## config.mk

```make
export PLATFORM = sky130hd
export DESIGN_NAME = fpaddsub_align_shifter_pipe
export DESIGN_NICKNAME = d
export VERILOG_FILES = /design/src/rtl/fpaddsub_pkg.sv /design/src/rtl/fpaddsub_align_level.sv /design/src/rtl/fpaddsub_align_shifter_pipe.sv
export SDC_FILE = /design/constraint.sdc
export NUM_CORES = 1
export LEC_CHECK = 0
export ABC_AREA = 1
export CORE_MARGIN = 3
export CORE_UTILIZATION = 45
export CTS_CLUSTER_SIZE = 25
export DETAILED_ROUTE_END_ITERATION = 16
export PLACE_DENSITY_LB_ADDON = 0.25
export SLEW_MARGIN = 20
export SYNTH_ARGS = -nofsm -noshare
export SYNTH_HDL_FRONTEND = slang
export SYNTH_SLANG_ARGS = --single-unit
```

## constraint.sdc

```tcl
create_clock -name clk -period 2.7 [get_ports clk]
set_clock_uncertainty 0.2 [all_clocks]
set_input_delay 0.54 -clock clk [delete_from_list [all_inputs] [get_ports clk]]
set_output_delay 0.54 -clock clk [all_outputs]
set_load 0.01 [all_outputs]
```

## src/rtl/fpaddsub_pkg.sv

```systemverilog
// fpaddsub_pkg: shared types and elaboration helpers for the FP add/sub alignment path
package fpaddsub_pkg;

    localparam int MANT_W    = 32;
    localparam int SHIFT_W_D = 5;
    localparam int TAG_W_D   = 1;

    typedef struct packed {
        logic [MANT_W-1:0]    mant;
        logic [SHIFT_W_D-1:0] shift;
        logic                 sticky;
        logic [TAG_W_D-1:0]   tag;
    } align_beat_t;

    function automatic int clog2(input int n);
        int r = 0;
        while ((1 << r) < n) r++;
        return r;
    endfunction

    function automatic int stage_hi(input int s, input int shift_w, input int stages);
        return shift_w - 1 - s * ((shift_w + stages - 1) / stages);
    endfunction

    function automatic int stage_lo(input int s, input int shift_w, input int stages);
        int lo = shift_w - (s + 1) * ((shift_w + stages - 1) / stages);
        return lo < 0 ? 0 : lo;
    endfunction

    function automatic bit level_in_stage(input int k, input int s, input int shift_w, input int stages);
        return k <= stage_hi(s, shift_w, stages) && k >= stage_lo(s, shift_w, stages);
    endfunction

endpackage

```

## src/rtl/fpaddsub_align_level.sv

```systemverilog
// fpaddsub_align_level: one conditional right shift by 2^K with sticky collection
module fpaddsub_align_level
    import fpaddsub_pkg::*;
#(
    parameter int WIDTH = 32,
    parameter int K     = 0
) (
    input  logic             en,
    input  logic [WIDTH-1:0] mant,
    input  logic             sticky,
    output logic [WIDTH-1:0] res_mant,
    output logic             res_sticky
);

    generate
        if (K >= clog2(WIDTH)) begin : g_flush
            assign res_mant   = en ? '0 : mant;
            assign res_sticky = sticky | (en & (|mant));
        end else begin : g_shift
            localparam int SH = 1 << K;
            assign res_mant   = en ? mant >> SH : mant;
            assign res_sticky = sticky | (en & (|mant[SH-1:0]));
        end
    endgenerate

endmodule

```

## src/rtl/fpaddsub_align_shifter_pipe.sv

```systemverilog
// fpaddsub_align_shifter_pipe: pipelined mantissa-alignment right shifter with sticky and valid/ready
module fpaddsub_align_shifter_pipe
    import fpaddsub_pkg::*;
#(
    parameter int WIDTH   = 32,
    parameter int SHIFT_W = 5,
    parameter int STAGES  = 2,
    parameter int TAG_W   = 1
) (
    input  logic               clk,
    input  logic               rst,
    input  logic               in_valid,
    output logic               in_ready,
    input  logic [WIDTH-1:0]   in_mant,
    input  logic [SHIFT_W-1:0] in_shift,
    input  logic [TAG_W-1:0]   in_tag,
    output logic               out_valid,
    input  logic               out_ready,
    output logic [WIDTH-1:0]   out_mant,
    output logic               out_sticky,
    output logic [TAG_W-1:0]   out_tag
);

    typedef struct packed {
        logic [WIDTH-1:0]   mant;
        logic [SHIFT_W-1:0] shift;
        logic               sticky;
        logic [TAG_W-1:0]   tag;
    } beat_t;

    beat_t             r [STAGES];
    logic [STAGES-1:0] v;
    logic [STAGES-1:0] ld;

    genvar s, j;
    generate
        for (s = 0; s < STAGES; s++) begin : g_stage
            beat_t            d;
            beat_t            q;
            logic             pv;
            logic             vq;
            logic [WIDTH-1:0] m  [SHIFT_W+1];
            logic             st [SHIFT_W+1];
            if (s == 0) begin : g_src
                assign d  = {in_mant, in_shift, 1'b0, in_tag};
                assign pv = in_valid;
            end else begin : g_src
                assign d  = r[s-1];
                assign pv = v[s-1];
            end
            if (s == STAGES - 1) begin : g_ld
                assign ld[s] = !v[s] || out_ready;
            end else begin : g_ld
                assign ld[s] = !v[s] || ld[s+1];
            end
            assign m[0]  = d.mant;
            assign st[0] = d.sticky;
            for (j = 0; j < SHIFT_W; j++) begin : g_lvl
                localparam int K = SHIFT_W - 1 - j;
                if (level_in_stage(K, s, SHIFT_W, STAGES)) begin : g_on
                    fpaddsub_align_level #(.WIDTH(WIDTH), .K(K)) u_level (
                        .en        (d.shift[K]),
                        .mant      (m[j]),
                        .sticky    (st[j]),
                        .res_mant  (m[j+1]),
                        .res_sticky(st[j+1])
                    );
                end else begin : g_off
                    assign m[j+1]  = m[j];
                    assign st[j+1] = st[j];
                end
            end
            // Stage slice: take a beat whenever this stage is empty or its occupant moves on
            always_ff @(posedge clk) begin
                if (rst) begin
                    vq <= 1'b0;
                    q  <= '0;
                end else if (ld[s]) begin
                    vq <= pv;
                    if (pv) q <= {m[SHIFT_W], d.shift, st[SHIFT_W], d.tag};
                end
            end
            assign v[s] = vq;
            assign r[s] = q;
        end
    endgenerate

    assign in_ready   = ld[0];
    assign out_valid  = v[STAGES-1];
    assign out_mant   = r[STAGES-1].mant;
    assign out_sticky = r[STAGES-1].sticky;
    assign out_tag    = r[STAGES-1].tag;

endmodule

```

==> impl_metrics.csv <==
group,metric,value,unit
run_status,status,"completed",
detailed_routing,wl,11700,um
die,floorplan.io_pins,78,
critical_path,cp-start-kind,"input port",
sta,setup_repair_after_global_routing_missed_its_margin,"false",
yosys,ys.flop_type,"sky130_fd_sc_hd__dfxtp_1",
pwr,p_leak,2.59,nW
cells_and_area,drive_gt1_frac,0.0530,
sta,setup_viol_count_final,0,
die,placement_rows,35,
critical_path,worst-setup-path-type,"in -> out",
die,placeable_core_region,9330,sq um
sta,final.min_clock_period,2.44,ns
yosys,post_synth_inst_count,713,
grt,first_global_vias,4292,
cts,max_h_tree_level,3,
grt,global_route.usage.total,0.216,
cts,cts.reportedPaths.clkPinSlew,0.07,ns
sta,fin_tns_setup,0,ns
worst_hold_path,worst_hold_startpoint,"out_mant[31]",
critical_path,cp_slowest_stage_delay,0.56,ns
critical_path,crit_buf_inv,3,
cells_and_area,mostFrequentLayoutCells,"sky130_fd_sc_hd__nand2_1, sky130_fd_sc_hd__inv_1, sky130_fd_sc_hd__nand3_1, sky130_fd_sc_hd__clkdlybuf4s50_1, sky130_fd_sc_hd__dfxtp_1",
critical_path,worst_r2r_startpoint,"g_stage[0].q[3]",
die,die_h,104,um
detailed_routing,detailedRoute.firstIterationViolations,284,
cells_and_area,antenna_cells,0,
cts,post_cts_resized,0,
detailed_routing,drt_pre_antenna_iters,5,
cts,numCtsBuffers,9,
sta,hold_viol,0,
grt,grt_first_pass_wirelength,19700,um
pwr,totalPowerFinal,0.00267,W
cts,tritoncts,"yes",
critical_path,worst_r2r_endpoint,"out_sticky",
cells_and_area,nNetsFinal,810,
sta,min_period_over_period,0.905,
critical_path,worst_r2r_path_depth,6,
grt,grt_remaining_overflow,0,
yosys,synth_async_sr_flop_share,0,
pwr,power-per-cell-area,494,nW/um^2
yosys,ys_seq_elements,72,
cts,ctsHoldBuffers,0,
cts,cts-root-buf,"sky130_fd_sc_hd__clkbuf_8",
die,design.die.area,10900,sq um
yosys,synth_edf_count,0,
place,port_buffers,77,
grt,pin_count_of_the_biggest_net_entering_global_routing,43,
sta,slew-limit-headroom,0.538,
die,initial_utilization,0.466,
critical_path,timing.critical_path.cells,"clkdlybuf4s50_1, inv_1, nand3_1, clkdlybuf4s50_1",
critical_path,cp_max_fo,3,
place,placed_instances,886,
sta,peak_freq,409,MHz
cells_and_area,layoutNonFillerInstCount,902,
detailed_routing,via_per_inst,5.11,
yosys,yosysUniqueCellTypes,19,
yosys,syn_area,4350,sq um
detailed_routing,post_drt_wl_per_cell,13.0,um
grt,grt_antenna_before_repair,0,
yosys,synth_seq_area_share,0.331,
cts,cts.sink_count,72,
critical_path,worst_ep_arrival_time,1.70,ns
sta,finalMaxSlewViolations,0,
cts,worst_skew_pair.late_latency,0.34,ns
place,post_detailed_placement_half_perimeter_wirelength,8820,um
critical_path,reg2reg_slack,1.05,ns
worst_hold_path,hold-path-cell-count,2,
critical_path,timing.critical_path.to_type,"primary output",
critical_path,cp_data_required_time,1.96,ns
cts,cts.repair_timing.setup_buffer_count,0,
cells_and_area,fin_util,0.580,
run,max_cap_viol_count,0,
cts,clock_path_buffers,2,
cells_and_area,layout.cells.most_common,"sky130_fd_sc_hd__nand2_1",
yosys,synth_area_per_cell,6.10,sq um
die,die_width,104,um
detailed_routing,via_count,4605,
detailed_routing,route.detailed.drc,0,
yosys,syn_nets,755,
critical_path,crit_path_top_delay_cell,"sky130_fd_sc_hd__clkdlybuf4s50_1",
critical_path,cpLargestDelayFamily,"buffers and inverters",
sta,worst_pin_slew,0.692,ns
detailed_routing,remaining_antenna_violation_count_after_routing,0,
cells_and_area,area_growth,24.4,%
yosys,synth.yosys.warnings,0,
pwr,ir_drop,0.391,mV
place,finalWeightedCongestion,0.908,
critical_path,critical_path.most_common_cell,"sky130_fd_sc_hd__clkdlybuf4s50_1",
worst_hold_path,hold_path.class,"reg -> reg",
worst_hold_path,hold_end,"out_mant[31]",
==> registers in the layout (all words and copies together) (netlist names) <==
name and cells:
g_stage.vq 1, g_stage.q 36, out_mant 32, out_valid 1
out_sticky 1, out_tag 1
==> final cells by class <==
type | count | area [sq um]
clock buffer | 11 | 141
inverter | 92 | 345
sequential | 72 | 1440
clock inverter | 5 | 56.3
tap | 129 | 161
timing repair buffer | 97 | 958
multi-input combinational | 496 | 2310
fill | 943 | 3920
==> report_power, final <==
part | internal [W] | switching [W]
Clock | 0.000451 | 0.000405
Sequential | 0.00114 | 0.0000469
Combinational | 0.000272 | 0.000358
Total | 0.00186 | 0.000810
==> worst max path at each step <==
stage,from,cells after the start,endpoint
2_1_floorplan,out_ready,8,g_stage[0].q[33]
3_3_place_gp,out_ready,4,in_ready
3_5_place_dp,out_ready,4,in_ready
4_1_cts,out_ready,4,in_ready
5_1_grt,out_ready,4,in_ready
6_report,out_ready,4,in_ready
==> cells by family after synthesis <==
kind of cell / share of synthesized area
AO/OA/AOI/OAI: 0.197
flip-flops: 0.331
buffers and inverters: 0.139
AND/OR/NAND/NOR: 0.333
==> worst register-to-register path, stage by stage (launching register included) <==
cell and delay (ns):
sky130_fd_sc_hd__dfxtp_1 0.34, sky130_fd_sc_hd__buf_4 0.35, sky130_fd_sc_hd__nand2_1 0.08, sky130_fd_sc_hd__o21ai_0 0.13, sky130_fd_sc_hd__nor2_1 0.07, sky130_fd_sc_hd__nor3_1 0.26
sky130_fd_sc_hd__a21oi_1 0.10
==> synthesized netlist by cell type, types with 12 or more instances <==
cell | number | share of area
sky130_fd_sc_hd__nand3_1 | 84 | 0.097
sky130_fd_sc_hd__clkbuf_1 | 12 | 0.010
sky130_fd_sc_hd__a21oi_1 | 38 | 0.044
sky130_fd_sc_hd__o21ai_0 | 31 | 0.036
sky130_fd_sc_hd__inv_1 | 88 | 0.076
sky130_fd_sc_hd__buf_2 | 38 | 0.044
sky130_fd_sc_hd__dfxtp_1 | 72 | 0.33
sky130_fd_sc_hd__o211ai_1 | 47 | 0.081
sky130_fd_sc_hd__nor2_1 | 27 | 0.023
sky130_fd_sc_hd__o21ai_1 | 18 | 0.021
sky130_fd_sc_hd__nand2_1 | 237 | 0.20
==> per-layer routing <==
metal	vias up	GRT usage	routed length (um)
li1	2412	-	-
met1	2068	0.274	5340
met2	104	0.375	5640
met3	21	0.0360	468
met4	0	0.0636	233
met5	-	0	0
==> stage by stage <==
step	hold slack, ns	worst slack (ns)	cell area (sq um)
after detailed placement	0.269	0.253	5210
after global routing	0.303	0.216	5410
final	0.284	0.256	5410
after floorplan	0.250	1.06	4350
after CTS	0.281	0.246	5410
after global placement	0.262	0.288	5210
Note: power is estimated with default switching activity, not from simulation.
